<file path="config.mk">
export PLATFORM = sky130hd
export DESIGN_NAME = uart_rx_core_flat
export DESIGN_NICKNAME = d
export VERILOG_FILES = /design/src/rtl/uart_rx_core_if.sv /design/src/rtl/uart_rx_core.sv /design/src/flat_wrapper.sv
export SDC_FILE = /design/constraint.sdc
export NUM_CORES = 1
export LEC_CHECK = 0
export ABC_AREA = 0
export CORE_UTILIZATION = 60
export DETAILED_ROUTE_END_ITERATION = 16
export PLACE_DENSITY = 0.85
export SLEW_MARGIN = 30
export SYNTH_ARGS = -nofsm -noshare
export SYNTH_HDL_FRONTEND = slang
export SYNTH_SLANG_ARGS = --single-unit
</file>
<file path="constraint.sdc">
create_clock -name clk_i -period 8.4 [get_ports clk_i]
set_clock_uncertainty 0.1 [all_clocks]
set_input_delay 0.84 -clock clk_i [delete_from_list [all_inputs] [get_ports clk_i]]
set_output_delay 0.84 -clock clk_i [all_outputs]
set_load 0.1 [all_outputs]
</file>
<file path="src/rtl/uart_rx_core_if.sv">
// -----------------------------------------------------------------------------
// uart_rx_core_if
//   Byte stream from the UART receiver to its consumer.
//
//   Handshake: a byte moves when rx_valid && rx_ready are both 1 at a clk edge.
//   The source holds rx_data stable while rx_valid=1 and the byte has not been
//   taken. The only exception is an overrun, where the source replaces the
//   byte. rx_ready may be driven independently of rx_valid.
//
//   Signals
//     rx_data   source -> sink   received byte
//     rx_valid  source -> sink   rx_data holds an unconsumed byte
//     rx_ready  sink   -> source consumer accepts the byte
//   Modports
//     master : the receiver (drives rx_data / rx_valid)
//     slave  : the consumer (drives rx_ready)
// -----------------------------------------------------------------------------
interface uart_rx_core_if #(
  parameter int DATA_BITS = 8
);
  logic [DATA_BITS-1:0] rx_data;
  logic                 rx_valid;
  logic                 rx_ready;

  modport master (output rx_data, output rx_valid, input rx_ready);
  modport slave  (input rx_data, input rx_valid, output rx_ready);
endinterface

</file>
<file path="src/rtl/uart_rx_core.sv">
// -----------------------------------------------------------------------------
// uart_rx_core
//   UART serial receiver for 8N1 / 8E1 / 8O1 frames with OVERSAMPLE-times
//   oversampling. Received bytes are delivered on rx_if, which carries a
//   valid/ready handshake. Frame errors are reported as single-cycle pulses,
//   and these pulses line up with the publish of the byte.
//
//   Ports
//     clk_i                 system clock
//     rst_n_i               synchronous active-low reset
//     rx_i                  asynchronous serial line, idle high
//     baud_div_i            clk cycles per oversample tick, 0 disables receiver
//     parity_en_i           parity bit follows the data bits
//     parity_odd_i          1 = odd parity, 0 = even
//     rx_if                 byte output (master modport)
//     stop_bit_check_error  1-cycle pulse, stop bit sampled 0
//     parity_check_error    1-cycle pulse, parity mismatch
//     overrun_o             1-cycle pulse, unconsumed byte overwritten
//     busy_o                frame reception in progress
//     state_o               debug view of the FSM state
//                           0 IDLE, 1 START, 2 DATA, 3 PARITY, 4 STOP
// -----------------------------------------------------------------------------
module uart_rx_core #(
  parameter int DATA_BITS   = 8,
  parameter int OVERSAMPLE  = 16,
  parameter int SYNC_STAGES = 2
) (
  input  logic                  clk_i,
  input  logic                  rst_n_i,
  input  logic                  rx_i,
  input  logic [16:0]           baud_div_i,
  input  logic                  parity_en_i,
  input  logic                  parity_odd_i,
  uart_rx_core_if.master        rx_if,
  output logic                  stop_bit_check_error,
  output logic                  parity_check_error,
  output logic                  overrun_o,
  output logic                  busy_o,
  output logic [2:0]            state_o
);

  typedef enum logic [2:0] {
    IDLE   = 3'd0,
    START  = 3'd1,
    DATA   = 3'd2,
    PARITY = 3'd3,
    STOP   = 3'd4
  } state_t;

  localparam int OS_W  = $clog2(OVERSAMPLE + 1);
  localparam int BIT_W = $clog2(DATA_BITS + 1);
  localparam logic [OS_W-1:0]  OS_HALF   = OS_W'(OVERSAMPLE / 2);
  localparam logic [OS_W-1:0]  OS_FULL   = OS_W'(OVERSAMPLE);
  localparam logic [BIT_W-1:0] BITS_LAST = BIT_W'(DATA_BITS - 1);

  logic [SYNC_STAGES-1:0] sync_q;
  logic                   rx_s;
  logic                   rx_prev;
  state_t                 state;
  logic [16:0]            tick_cnt;
  logic                   tick;
  logic [OS_W-1:0]        os_cnt;
  logic [OS_W-1:0]        os_next;
  logic [BIT_W-1:0]       bit_cnt;
  logic [DATA_BITS-1:0]   shift_q;
  logic                   par_en_q;
  logic                   par_odd_q;
  logic                   par_err_q;

  assign rx_s    = sync_q[SYNC_STAGES-1];
  assign os_next = os_cnt + 1'b1;
  assign busy_o  = (state != IDLE);
  assign state_o = state;

  // The >= compare means a divisor that shrinks mid-frame still wraps the
  // counter, so the FSM never waits forever on an unreachable count.
  assign tick = (state != IDLE) && (baud_div_i != 17'd0) &&
                (tick_cnt >= baud_div_i - 17'd1);

  always_ff @(posedge clk_i) begin
    if (!rst_n_i) begin
      sync_q <= '1;
    end else begin
      sync_q <= {sync_q[SYNC_STAGES-2:0], rx_i};
    end
  end

  // Held at zero in IDLE so the first tick lands baud_div cycles after the
  // start edge, which keeps sampling phase-aligned to the frame.
  always_ff @(posedge clk_i) begin
    if (!rst_n_i || state == IDLE || tick) begin
      tick_cnt <= '0;
    end else begin
      tick_cnt <= tick_cnt + 17'd1;
    end
  end

  always_ff @(posedge clk_i) begin
    if (!rst_n_i) begin
      state                <= IDLE;
      rx_prev              <= 1'b1;
      os_cnt               <= '0;
      bit_cnt              <= '0;
      shift_q              <= '0;
      par_en_q             <= 1'b0;
      par_odd_q            <= 1'b0;
      par_err_q            <= 1'b0;
      rx_if.rx_data        <= '0;
      rx_if.rx_valid       <= 1'b0;
      stop_bit_check_error <= 1'b0;
      parity_check_error   <= 1'b0;
      overrun_o            <= 1'b0;
    end else begin
      rx_prev              <= rx_s;
      stop_bit_check_error <= 1'b0;
      parity_check_error   <= 1'b0;
      overrun_o            <= 1'b0;

      if (rx_if.rx_valid && rx_if.rx_ready) begin
        rx_if.rx_valid <= 1'b0;
      end

      if (baud_div_i == 17'd0) begin
        state  <= IDLE;
        os_cnt <= '0;
      end else begin
        case (state)
          IDLE: begin
            // Edge, not level: a line stuck low after a break stays idle.
            if (rx_prev && !rx_s) begin
              state  <= START;
              os_cnt <= '0;
            end
          end
          START: begin
            if (tick) begin
              if (os_next == OS_HALF) begin
                os_cnt <= '0;
                if (rx_s) begin
                  state <= IDLE;
                end else begin
                  state     <= DATA;
                  bit_cnt   <= '0;
                  par_en_q  <= parity_en_i;
                  par_odd_q <= parity_odd_i;
                  par_err_q <= 1'b0;
                end
              end else begin
                os_cnt <= os_next;
              end
            end
          end
          DATA: begin
            if (tick) begin
              if (os_next == OS_FULL) begin
                os_cnt  <= '0;
                shift_q <= {rx_s, shift_q[DATA_BITS-1:1]};
                bit_cnt <= bit_cnt + 1'b1;
                if (bit_cnt == BITS_LAST) begin
                  state <= par_en_q ? PARITY : STOP;
                end
              end else begin
                os_cnt <= os_next;
              end
            end
          end
          PARITY: begin
            if (tick) begin
              if (os_next == OS_FULL) begin
                os_cnt    <= '0;
                par_err_q <= ((^shift_q) ^ rx_s) != par_odd_q;
                state     <= STOP;
              end else begin
                os_cnt <= os_next;
              end
            end
          end
          STOP: begin
            if (tick) begin
              if (os_next == OS_FULL) begin
                os_cnt               <= '0;
                state                <= IDLE;
                // Publish overrides the transfer-clear above, so a byte
                // taken this cycle is replaced rather than flagged.
                rx_if.rx_data        <= shift_q;
                rx_if.rx_valid       <= 1'b1;
                overrun_o            <= rx_if.rx_valid && !rx_if.rx_ready;
                stop_bit_check_error <= !rx_s;
                parity_check_error   <= par_err_q;
              end else begin
                os_cnt <= os_next;
              end
            end
          end
          default: state <= IDLE;
        endcase
      end
    end
  end

endmodule

</file>
<file path="src/flat_wrapper.sv">
// flat-port wrapper written by rule: the top's interface ports become plain ports
module uart_rx_core_flat 
#(
  parameter int DATA_BITS   = 8,
  parameter int OVERSAMPLE  = 16,
  parameter int SYNC_STAGES = 2
)
  (clk_i, rst_n_i, rx_i, baud_div_i, parity_en_i, parity_odd_i, stop_bit_check_error, parity_check_error, overrun_o, busy_o, state_o, rx_if_rx_data, rx_if_rx_valid, rx_if_rx_ready);
  uart_rx_core_if #(.DATA_BITS(DATA_BITS)) rx_if_i ();
  input  logic clk_i;
  input  logic rst_n_i;
  input  logic rx_i;
  input  logic [16:0] baud_div_i;
  input  logic parity_en_i;
  input  logic parity_odd_i;
  output logic stop_bit_check_error;
  output logic parity_check_error;
  output logic overrun_o;
  output logic busy_o;
  output logic [2:0] state_o;
  output wire logic [$bits(rx_if_i.rx_data)-1:0] rx_if_rx_data;
  output wire logic [$bits(rx_if_i.rx_valid)-1:0] rx_if_rx_valid;
  input wire logic [$bits(rx_if_i.rx_ready)-1:0] rx_if_rx_ready;
  assign rx_if_rx_data = rx_if_i.rx_data;
  assign rx_if_rx_valid = rx_if_i.rx_valid;
  assign rx_if_i.rx_ready = rx_if_rx_ready;
  uart_rx_core #(.DATA_BITS(DATA_BITS), .OVERSAMPLE(OVERSAMPLE), .SYNC_STAGES(SYNC_STAGES)) u_core (.clk_i(clk_i), .rst_n_i(rst_n_i), .rx_i(rx_i), .baud_div_i(baud_div_i), .parity_en_i(parity_en_i), .parity_odd_i(parity_odd_i), .rx_if(rx_if_i), .stop_bit_check_error(stop_bit_check_error), .parity_check_error(parity_check_error), .overrun_o(overrun_o), .busy_o(busy_o), .state_o(state_o));
endmodule
</file>
==> After elaboration in Yosys (flattened, before gate mapping) <==
Cells that the tools add are included.
{ "totals": {"wordCells": 111, "reg_bits": 55, "out_inout_bits": 16} }
{ "classes": {"add_sub_neg": 4, "reduce_logical": 28, "eq_ne": 20, "n_lt_le_gt_ge": 1, "bitwise": 7, "muxes": 36} }
{ "op_table": {"columns": ["op", "count"], "rows": [
  ["3-bit two-way mux", 11],
  ["5-bit two-way mux", 5],
  ["4-bit two-way mux", 5],
  ["2-bit by 1-bit inequality test with 1-bit output (second input constant)", 10],
  ["17-bit by 1-bit adder with 17-bit output (second input constant)", 1],
  ["17-bit greater-or-equal comparator", 1],
  ["17-bit zero test", 1],
  ["17-bit nonzero test", 1],
  ["17-bit by 1-bit subtractor with 17-bit output (second input constant)", 1],
  ["3-bit case mux with 5 select lines", 1],
  ["5-bit case mux with 3 select lines", 1],
  ["7-bit AND reduction", 2],
  ["4-bit AND reduction", 3],
  ["1-bit two-way mux", 10],
  ["10-bit AND reduction", 1],
  ["4-bit case mux with 2 select lines", 1],
  ["8-bit XOR reduction", 1],
  ["3-bit by 2-bit equality test with 1-bit output (second input constant)", 2],
  ["1-bit inverter", 6],
  ["3-bit nonzero test", 2],
  ["5-bit by 1-bit adder with 5-bit output (second input constant)", 1],
  ["5-bit by 4-bit equality test with 1-bit output (second input constant)", 1],
  ["5-bit equality test (second input constant)", 1],
  ["1-bit logical AND", 5],
  ["17 further kinds", 22]
]} }

==> Longest topological paths before layout <==
Gate-level depths: netlist of the first run.
{ "logic_depth": {"word_depth": 6, "mapped_depth": 14} }

==> Worst setup path after synthesis of the first run <==
Ideal clock, no wire load.
{ "synth_path": {"kind": "input-to-reg", "from": "input baud_div_i[6]", "to": "register u_core.os_cnt[3]", "required_time_ps": 8225, "n_path_buf": 0, "setup_ps": 75, "t_arrival_ps": 4500, "cell_stages": 12, "setup_slack_ps": 3725, "cell_sequence": "or4_4 > or3_4 > or3_4 > nor4_1 > xnor2_1 > ha_1 > and4_1 > nand4_1 > o21ai_0 > o211ai_1 > a2111o_1 > o22ai_1"} }
{ "synth_via": {"elab_chain_len": 5, "word_cells_on_any_way": 10, "cone_classes": "add/sub (1); order compare (1); eq/ne (2); reduce/logical (6)"} }
{ "synth_lines": {"columns": ["item", "line_no", "source"], "rows": [
  ["start: declaration", "flat_wrapper.sv:13", "input logic [16:0] baud_div_i;"],
  ["17-bit by 1-bit subtractor with 17-bit output / 17-bit nonzero test (equally long branches)", "uart_rx_core.sv:78, uart_rx_core.sv:77", null],
  ["17-bit greater-or-equal comparator / 1-bit logical AND (equally long branches)", "uart_rx_core.sv:78, uart_rx_core.sv:77", null],
  ["1-bit logical AND", "uart_rx_core.sv:77", "assign tick = (state != IDLE) && (baud_div_i != 17'd0) &&"],
  ["2-bit by 1-bit inequality test with 1-bit output (no source line)", null, null],
  ["4-bit AND reduction (no source line)", null, null],
  ["end signal: assignment", "uart_rx_core.sv:149", "os_cnt <= os_next;"],
  ["end signal: assignment", "uart_rx_core.sv:163", "os_cnt <= os_next;"],
  ["end signal: assignment", "uart_rx_core.sv:174", "os_cnt <= os_next;"],
  ["end: declaration", "uart_rx_core.sv:62", "logic [OS_W-1:0] os_cnt;"]
]} }
Parallel ways exist; a longest one is shown, timed or not.
A chain may end at the register's enable or synchronous reset.

==> Worst setup path in the final report of the first run <==
Ends and elaborated chain as after synthesis.

==> results of run 1 <==
## cell families after synthesis
| kind of cell | share of synthesized area |
|---|---|
| AOI/OAI and AO/OA | 0.128 |
| xor gates and xnor gates | 0.106 |
| adders and majority gates | 0.0815 |
| buffers and inverters | 0.0334 |
| DFF | 0.341 |
| muxes | 0.0652 |
| and+or+nand+nor | 0.245 |
## stage by stage
step,std cells,cell area [µm²],util,hold WS (ps)
final,475,3740,0.727,315
after global placement,467,3640,0.708,289
after detailed placement,467,3640,0.708,297
after floorplan,370,3230,-,286
after global routing,475,3740,0.727,339
after CTS,475,3740,0.727,319
## Yosys cell counts (all sizes together), types with 7 or more instances
library cell	n	area, µm²
and3	9	56.3
o21ai	8	43.8
ha	21	263
inv	12	45.0
nand3	19	113
nand2	42	158
nor2	42	158
a21oi	15	75.1
xnor2	27	236
nor3	12	60.1
xor2	12	105
mux2i	21	210
nand2b	7	51.3
dfxtp	55	1100
## flip-flops by register name, summed over array words and instances (netlist names)
signal	count
u_core.par_odd_q	1
u_core.os_cnt	5
u_core.state_o	3
u_core.shift_q	8
u_core.par_err_q	1
u_core.parity_check_error	1
u_core.tick_cnt	17
u_core.sync_q	2
u_core.stop_bit_check_error	1
u_core.rx_prev	1
u_core.par_en_q	1
u_core.rx_if.rx_valid	1
u_core.rx_if.rx_data	8
u_core.overrun_o	1
u_core.bit_cnt	4
## routing by layer
metal  vias up  part of all wire  track usage
met5         -                 0            0
met4         0             0.025        0.101
met3        14             0.036       0.0437
met2        56              0.49        0.450
met1      1239              0.45        0.292
li1       1373                 -            -
## worst paths after layout
path                             from                to  depth (start not counted)
setup / recovery        baud_div_i[6]  u_core.os_cnt[3]                         13
hold / removal       u_core.sync_q[0]  u_core.sync_q[1]                          1
setup reg to reg  u_core.tick_cnt[15]  u_core.os_cnt[3]                          7
hold reg to reg      u_core.sync_q[0]  u_core.sync_q[1]                          1
## worst max-delay path, stage by stage
cell and delay [ps]:
clkdlybuf4s50_1 490, or4_4 570, or3_4 350, or3_4 360, nor4_1 250, xnor2_1 110, ha_1 290, and4_1 210
nand4_1 160, o21ai_0 780, o211ai_1 370, a2111o_1 490, o22ai_1 140
## power by group through the flow
| stage | Combinational [µW] | Clock, µW | Sequential, µW |
|---|---|---|---|
| after floorplan | 167 | 0 | 321 |
| after global placement | 249 | 0 | 295 |
| after detailed placement | 251 | 0 | 295 |
| after CTS | 253 | 160 | 289 |
| after global routing | 275 | 172 | 292 |
| final | 254 | 157 | 290 |
## layout make-up
cell class,instances,area [µm²]
clock buffers,6,82.6
clock inverters,2,17.5
fillers,424,1400
inverters,12,45.0
multi-input cells,291,2020
flip-flops and latches,55,1100
well taps,70,87.6
repair buffers,39,388
==> results.md, run 1 <==
* Clk sinks at 55
* Mean Syn Cell Area at 8.72 µm²
* Sequential cell area fraction in the yosys report at 0.341
* Resized cells post-CTS at 0
* RePlAce Congestion at 0.856
* Number of hold violations in the final report at 0
* Largest net degree at the start of global routing at 25
* Hold Buf Count CTS at 0
* Switching power at 280 µW
* Worst setup EP type: register
* P&R area growth vs syn at 15.9%
* DR vias/cell at 5.65
* Post-Route WL at 6.55 mm
* Top_reg_cell synth: dfxtp_1
* Clk_lat worst skew at 320 ps
* Die height at 75.3 µm
* Total GRT Usage at 0.249
* DP HPWL at 5.02 mm
* Slew Limit Headroom at 0.343
* Setup-failing EPs final at 0
* Clock power share at 0.225
* Worst setup SP type: primary input
* Die ar. at 5670 µm²
* Crit Path Class: in -> reg
* Maximum VDD drop at 0.154 mV
* Post-Place Worst Slack at 2820 ps
* Via count at 2,682
* Min cycle time layout at 5280 ps
* Synth unique cells at 57
* Worst Path Required at 8540 ps
* Initial Util at 0.628
* Unrepaired setup endpoints after global routing: no
* CTS tree: done
* Sum Neg Setup Slack at 0 ps
* Share of cells above drive strength 1 at 0.0494
* Initial antenna violation count at 0
* Post-Syn Area at 3230 µm²
* Total internal power at 420 µW
* Setup Fix Bufs, Post-CTS at 0
* H-tree Lvls at 2
* Flop-to-flop setup slack at 5390 ps
* Asr flop ratio synth at 0
* Total leakage power at 0.00139 µW
* Most frequent cells in the layout: dfxtp_1, nand2_1, nor2_1
* Number of synthesized flops with an enable pin at 0
* Routed Antenna Nets at 0
* Io pins at 39
* 1st-iter DRT viols at 149
* First-pass GRT wire length at 10.7 mm
* Num CTS Buffers at 5
* DRC viols at 0
* Crit Path Max Fanout at 7
* Clock transition at path regs at 90 ps
* Commonest non-fill, non-tap cell in the layout: dfxtp_1
* Final setup margin at 3120 ps
* Vias in the first global route at 2,464
* Global route total overflow at 0
* Seq pwr share at 0.413
* Pwr per Cell Area at 187 nW/µm²
* Measured slew at the worst slew-check pin at 982 ps
* Status: finished, final reports clean
* Routed wire length per instance at 13.8 µm
* Switching Fraction at 0.400
* Min-delay worst type: reg -> reg
* Period utilization at 0.628
* Root buf cell: clkbuf_8
* Max Fclk at 0.189 GHz
* Die X at 75.3 µm
* Clock Path Buffers at 2
* Ys Warns at 0
* TritonRoute pass-1 iters at 4
* Number of port buffers at 38
* Total power at 701 µW
* Nets at 448
* Max-cap violations at 0
* Gate Count Post-Synth at 370
* Critical Path AT at 5420 ps
* ANT cells at 0
* FF+latch count, synth at 55
* Count of pins over their slew limit at 0
* Core ar. at 5140 µm²
* Syn Nets at 414
* Placement Rows at 26
* Combinational power share at 0.362
Note: power is estimated with default switching activity, not from simulation.
==> run 2, diff against run 1 <==
Settings changed: CORE_UTILIZATION 60 to 56, PLACE_DENSITY 0.85 to 0.8.
Clock period 8.4 ns to 5.2 ns, I/O delays scaled along.
==> results.md, run 2 (synthesis gave the netlist of run 1 again) <==
* Status: finished, final reports clean
* WHS Path Cells at 1
* Hold Buf Count CTS at 0
* Resized cells post-CTS at 0
* Core ar. at 5540 µm²
* Critical Path AT at 4930 ps
* Share of cells above drive strength 1 at 0.0517
* Global route total overflow at 0
* Flop-to-flop setup slack at 2390 ps
* Fin Hold WS at 326 ps
* Hold path start: u_core.sync_q[0]
* Commonest non-fill, non-tap cell in the layout: dfxtp_1
* RR Startpoint: u_core.tick_cnt[0]
* Count of pins over their slew limit at 0
* Maximum VDD drop at 0.357 mV
* Clk_lat worst skew at 320 ps
* Biggest register: u_core.tick_cnt
* Wl on met1 at 3.01 mm
* Finished Cell Area at 3750 µm²
* Routed Antenna Nets at 0
* Min-delay worst type: reg -> reg
* Die X at 77.9 µm
* ANT cells at 0
* Max-cap violations at 0
* Largest register FFs at 17
* Total GRT Usage at 0.229
* Measured slew at the worst slew-check pin at 978 ps
* Slew Limit Headroom at 0.346
* Top Registers: u_core.tick_cnt x17, u_core.rx_if.rx_data x8, u_core.shift_q x8
* Num CTS Buffers at 5
* Die height at 77.9 µm
* FILL cells at 487
* Most frequent cells in the layout: dfxtp_1, nand2_1, nor2_1
* Largest net degree at the start of global routing at 36
* Clk sinks at 55
* Setup-failing EPs final at 0
* H-tree Lvls at 2
* Via count at 2,761
* CTS tree: done
* Placement Rows at 27
* Setup Fix Bufs, Post-CTS at 0
* Crit Path Max Fanout at 7
* Reg2reg end: u_core.os_cnt[3]
* Met3 wire length at 316 µm
* Max Fclk at 0.209 GHz
* DP HPWL at 5.02 mm
* Number of hold violations in the final report at 0
* Clock transition at path regs at 100 ps
* Pwr per Cell Area at 301 nW/µm²
* Initial antenna violation count at 0
* Total power at 1130 µW
* Min cycle time layout at 4790 ps
* Metal2 WL at 3.34 mm
* DR vias/cell at 5.78
* First-pass GRT wire length at 11.3 mm
* Total leakage power at 0.00139 µW
* Initial Util at 0.582
* Nets at 449
* Number of port buffers at 38
* P&R area growth vs syn at 16.3%
* Crit Path Class: in -> reg
* Unrepaired setup endpoints after global routing: no
* Routed wire length per instance at 14.1 µm
* Io pins at 39
* Worst setup SP type: primary input
* Sum Neg Setup Slack at 0 ps
* Post-Route WL at 6.76 mm
* Worst Path Required at 5340 ps
* RePlAce Congestion at 0.895
* Register-to-Register Path Depth at 9
* Post-Place Cell Area at 3650 µm²
* Hold endpoint: u_core.sync_q[1]
* Worst setup EP type: register
* TritonRoute pass-1 iters at 4
* Die ar. at 6070 µm²
* Period utilization at 0.922
* Critical path launch point: baud_div_i[6]
* Root buf cell: clkbuf_8
* DR top layer: met4
* Vias in the first global route at 2,617
* DRC viols at 0
* 1st-iter DRT viols at 74
* Clock Path Buffers at 2
[run 2: worst max-delay path by stage]
stage               cells past startpoint  slack (ps)                      end
floorplan                              12         850         u_core.os_cnt[3]
finish                                 13         410         u_core.os_cnt[3]
detailed placement                     13         100         u_core.os_cnt[3]
global route                           13         250         u_core.os_cnt[3]
CTS                                    13         400  u_core.rx_if.rx_data[0]
global placement                       13         250         u_core.os_cnt[3]
[run 2: area by class of cell]
class	instances	area, µm²	area share
timing repair buffer	40	395	0.105
tap	72	90.1	0.0240
inverter	12	45.0	0.0120
clock buffer	5	68.8	0.0183
clock inverter	3	33.8	0.00901
multi-input combinational	291	2020	0.538
sequential	55	1100	0.294
[run 2: per-stage QoR]
step                utilization  worst slack (ps)  std cells
finish                    0.677               406        478
global route              0.677               251        478
CTS                       0.677               398        478
detailed placement        0.659              95.3        470
global placement          0.659               253        470
floorplan                     -               845        370
[run 2: per-layer routing]
layer	global-route usage	vias up
li1	-	1376
met1	0.264	1288
met2	0.432	88
met3	0.0329	9
met4	0.0722	0
met5	0	-
[run 2: worst max-delay path, stage by stage]
cell             delay, ps
clkdlybuf4s50_1        500
or4_4                  590
or3_4                  360
or3_4                  360
nor4_1                 270
xnor2_1                120
ha_1                   300
and4_1                 220
nand4_1                160
a2111oi_4              580
o211ai_1               330
a2111o_1               480
o22ai_1                150
[run 2: power by group]
group	total, µW	switching [µW]	internal [µW]
clock network	250	149	102
logic	411	279	132
registers	468	32.7	435
==> run 3, diff against run 2 <==
Settings changed: CORE_ASPECT_RATIO from default to 1.2.
==> results.md, run 3 (synthesis gave the netlist of run 1 again) <==
* Via count at 2,658
* Largest register FFs at 17
* Commonest non-fill, non-tap cell in the layout: dfxtp_1
* Root buf cell: clkbuf_8
* Clock Path Buffers at 2
* Placed insts at 461
* Buf/Inv on CP at 1
* Switching power at 461 µW
* Biggest register: u_core.tick_cnt
* Vias in the first global route at 2,593
* Crit Path Max Fanout at 11
* Clk sinks at 55
* Crit Path Class: in -> reg
* Highest-delay cell along the critical path: or4_4
* Clock power share at 0.249
* Die ar. at 6070 µm²
* Status: finished, violations left
* CP delay by family, top: simple AND/OR/NAND/NOR gates
* Worst setup EP type: register
* Top Registers: u_core.tick_cnt x17, u_core.rx_if.rx_data x8, u_core.shift_q x8
* Slew Limit Headroom at 0.328
* Setup Fix Bufs, Post-CTS at 0
* Nets at 450
* Count of pins over their slew limit at 0
* Max-cap violations at 0
* Flop-to-flop setup slack at 2420 ps
* Total GRT Usage at 0.236
* Number of port buffers at 38
* Resized cells post-CTS at 0
* Global route total overflow at 0
* Non-filler instance count after layout at 469
* Clk_lat worst skew at 310 ps
* First-pass GRT wire length at 11.5 mm
* Max Fclk at 0.214 GHz
* DP HPWL at 4.95 mm
* Worst Path Required at 5340 ps
* Crit path cell chain: clkdlybuf4s50_1, or4_4, or3_4, or3_4, nor4_1, xnor2_1, ha_1, and4_1, nand4_1, a2111oi_4, o2111ai_4, nor2b_4, mux2i_1
* Post-Route WL at 6.65 mm
* Fin Hold WS at 315 ps
* Switching Fraction at 0.392
* Pwr per Cell Area at 313 nW/µm²
* Largest net degree at the start of global routing at 36
* Hold Buf Count CTS at 0
* Critical Path AT at 4810 ps
* ANT cells at 0
* Num CTS Buffers at 5
* Violated checks: DRC
* Total power at 1180 µW
* Seq pwr share at 0.397
* Core ar. at 5410 µm²
* Post-layout util at 0.696
* Clock transition at path regs at 110 ps
* Initial Util at 0.597
* Slowest Stage Delay on Critical Path at 580 ps
* Share of cells above drive strength 1 at 0.0541
* Total internal power at 716 µW
* Number of hold violations in the final report at 0
* Initial antenna violation count at 0
* Die height at 85.1 µm
* TritonRoute pass-1 iters at 10
* Min-delay worst type: reg -> reg
* Routed Antenna Nets at 0
* DRC viols at 4
* 1st-iter DRT viols at 151
* Total leakage power at 0.00141 µW
* P&R area growth vs syn at 16.6%
* Period utilization at 0.898
* Combinational power share at 0.354
* Measured slew at the worst slew-check pin at 1010 ps
* Placement Rows at 29
* Routed wire length per instance at 14.2 µm
* Io pins at 39
* Most frequent cells in the layout: dfxtp_1, nand2_1, nor2_1
* DR vias/cell at 5.67
* Most used cell, CP: or3_4
* H-tree Lvls at 2
* Worst setup SP type: primary input
* Unrepaired setup endpoints after global routing: no
* Sum Neg Setup Slack at 0 ps
* CTS tree: done
* Min cycle time layout at 4670 ps
* Maximum VDD drop at 0.309 mV
* Die X at 71.3 µm
* RePlAce Congestion at 0.921
* Setup-failing EPs final at 0
[run 3: stage by stage]
stage                     setup WS, ps  area [µm²]
after detailed placement           222        3640
after floorplan                    845        3230
final                              531        3760
after global routing               189        3760
after CTS                          534        3760
after global placement             319        3640
[run 3: layer usage]
layer	part of all wire	vias up	routed length, µm	track usage
met4	0.015	0	102	0.0636
met3	0.033	11	222	0.0344
met5	0	-	0	0
li1	-	1376	-	-
met2	0.51	60	3370	0.429
met1	0.44	1211	2950	0.287
[run 3: power groups by stage]
stage	combinational (µW)	clock [µW]	sequential [µW]
6_report	417	294	467
5_1_grt	448	320	471
4_1_cts	416	302	466
3_5_place_dp	413	0	476
3_3_place_gp	405	0	475
2_1_floorplan	270	0	518
[run 3: final timing paths]
kind	depth (start not counted)	end	from
max	13	u_core.shift_q[7]	baud_div_i[6]
max reg2reg	9	u_core.shift_q[7]	u_core.tick_cnt[0]
min	1	u_core.sync_q[1]	u_core.sync_q[0]
min reg2reg	1	u_core.sync_q[1]	u_core.sync_q[0]
[run 3: layout make-up]
| class | instances | area [µm²] |
|---|---|---|
| Multi-Input combinational cell | 291 | 2020 |
| Fill cell | 438 | 1640 |
| Sequential cell | 55 | 1100 |
| Timing Repair Buffer | 41 | 403 |
| Tap cell | 62 | 77.6 |
| Clock buffer | 5 | 68.8 |
| Clock inverter | 3 | 50.0 |
| Inverter | 12 | 45.0 |
==> RTL edit: new RTL, settings of run 3 <==
`DATA_BITS` is set to 8 in 3 places; all go to 16.
--- a/src/rtl/uart_rx_core_if.sv
+++ b/src/rtl/uart_rx_core_if.sv
@@ -17,5 +17,5 @@
 // -----------------------------------------------------------------------------
 interface uart_rx_core_if #(
-  parameter int DATA_BITS = 8
+  parameter int DATA_BITS = 16
 );
   logic [DATA_BITS-1:0] rx_data;
--- a/src/rtl/uart_rx_core.sv
+++ b/src/rtl/uart_rx_core.sv
@@ -22,5 +22,5 @@
 // -----------------------------------------------------------------------------
 module uart_rx_core #(
-  parameter int DATA_BITS   = 8,
+  parameter int DATA_BITS   = 16,
   parameter int OVERSAMPLE  = 16,
   parameter int SYNC_STAGES = 2
--- a/src/flat_wrapper.sv
+++ b/src/flat_wrapper.sv
@@ -2,5 +2,5 @@
 module uart_rx_core_flat 
 #(
-  parameter int DATA_BITS   = 8,
+  parameter int DATA_BITS   = 16,
   parameter int OVERSAMPLE  = 16,
   parameter int SYNC_STAGES = 2
Ports: changed (resized rx_if_rx_data); port bits go from 39 to 47. The function was not compared with the original's and may differ.
==> RTL edit against run 3 <==
- cell area up 25%
- non-clock buffer count rose by 7
- global-route usage decreased by 0.13 points
- maximum frequency up 17%
- routed wire length increased by 21%
- final cell count up 27%
- sequential cell count increased by 17
- critical path depth down 1
- setup slack better by 0.66 ns
- synthesized area up 24%
- first-iteration DRC count shrank 11%
- count of clock-buffer cells in the layout up 8
- critical path type unchanged
Power is not compared: it rests on default switching activity, and its combinational part moved more than twofold at a synthesized area within 25%.
==> RTL edit: results (changes against run 3) <==
- The clock-pin slew on the worst setup and hold paths came to 0.08 ns (was 0.11 ns).
- Total via count after detailed routing: 3315 (was 2658)
- Pin count of the biggest net entering global routing: 67 (was 36)
* Met3 Track Usage GR: 5.22% (was 3.44%)
- Count of unique library cells instantiated by Yosys: 61 (was 57)
- Count of cells along the worst register-to-register path: 10 (was 9)
- The worst-case hold slack was 0.315 ns (about the same).
- The number of nets in the final layout is 547 (was 450).
- The critical path launch point was baud_div_i[2] (was baud_div_i[6]).
- DP Worst Slack: 0.849 ns (was 0.222 ns)
- The number of filler instances in the final layout is 570 (was 438).
- Count of placed standard cells in the final layout, fillers left out: 594 (was 469)
- Instance area at placement: 4480 sq um (was 3640 sq um)
- Run status: finished clean (was complete, but fails checks).
- The number of detailed-route iterations in the first pass is 4 (was 10).
- Worst Max-Slew Pin Slew: 0.974 ns (was 1.01 ns)
- Nets in the synthesized netlist: 507 (was 414)
* Register-to-register setup slack: 2.49 ns (was 2.42 ns)
* Num CTS Buffers: 9 (was 5)
- Upper clock frequency limit: 250 MHz (was 214 MHz)
- The met1 routed wirelength after detailed routing is 3620 microns (was 2950 microns).
- The length of routed met3 wiring is 271 microns (was 222 microns).
* Global placement routability congestion: 0.886 (was 0.921)
- The sum of met2 wire segment lengths after detailed routing is 3980 microns (was 3370 microns).
- Mean instance size in the synthesized netlist: 8.68 sq um (was 8.72 sq um)
* Most used standard cells in the synthesized netlist: sky130_fd_sc_hd__dfxtp_1, sky130_fd_sc_hd__nand2_1, sky130_fd_sc_hd__nor2_1 (unchanged)
- The final HPWL from detailed placement is 5880 microns (was 4950 microns).
- Vias in the first global route: 3159 (was 2593)
- The maximum level of the CTS H-tree is 3 (was 2).
- The number of input and output port buffers inserted was 46 (was 38).
- The endpoint of the worst register-to-register path was u_core.bit_cnt[3]$_SDFFE_PN0P_ (was u_core.shift_q[7]$_SDFFE_PN0P_).
- The overall fraction of global-route tracks in use came to 23.5% (was 23.6%).
* Met1 Usage GRT: 27.7% (was 28.7%)
- Leading registers by flop count: u_core.tick_cnt x17, u_core.rx_if.rx_data x16, u_core.shift_q x16 (was u_core.tick_cnt x17, u_core.rx_if.rx_data x8, u_core.shift_q x8)
- Final wirelength: 8020 microns (was 6650 microns)
* 1st-iter DRT viols: 135 (was 151)
- Worst path arrival time: 4.18 ns (was 4.81 ns)
-- RTL edit: changes by cell type in the layout (fill, tap and decap cells not counted), sizes merged, moves of 4 or more --
cell           before  now
a21o                1    5
and2                1    5
clkbuf              5   13
nand3              19   33
nor2               42   33
o21ai               8   34
dfxtp              55   72
nand2              42   62
xnor2              27   31
clkdlybuf4s50      38   45
-- RTL edit: cells by family (layout without fill, tap and decap cells) --
kind of cell | count (synthesis) | count (layout) | synth area share, %
and+or+nand+nor | 189 | 189 | 24.6
AOI/OAI and AO/OA | 82 | 82 | 13.4
DFF | 72 | 72 | 35.9
xor gates and xnor gates | 47 | 47 | 10.6
buffers and inverters | 31 | 76 | 3.81
adders and majority gates | 22 | 22 | 6.86
muxes | 19 | 19 | 4.74
-- RTL edit: final cells by class --
cell class              instances  area (sq um)  area share (%)
inverters                      12          45.0           0.962
well taps                      87           109            2.32
clock inverters                 3          23.8           0.507
multi-input cells             359          2420            51.6
repair buffers                 48           470            10.0
clock buffers                  13           179            3.82
flip-flops and latches         72          1440            30.8
-- RTL edit: critical path, stage by stage --
cell	delay, ns
sky130_fd_sc_hd__clkdlybuf4s50_1	0.46
sky130_fd_sc_hd__nor3_1	0.46
sky130_fd_sc_hd__nand4_1	0.23
sky130_fd_sc_hd__nor4_1	0.34
sky130_fd_sc_hd__xnor2_1	0.13
sky130_fd_sc_hd__ha_1	0.31
sky130_fd_sc_hd__nand4_1	0.17
sky130_fd_sc_hd__o21ai_1	0.63
sky130_fd_sc_hd__o211ai_2	0.15
sky130_fd_sc_hd__buf_4	0.26
sky130_fd_sc_hd__or3_1	0.37
sky130_fd_sc_hd__a21oi_1	0.13
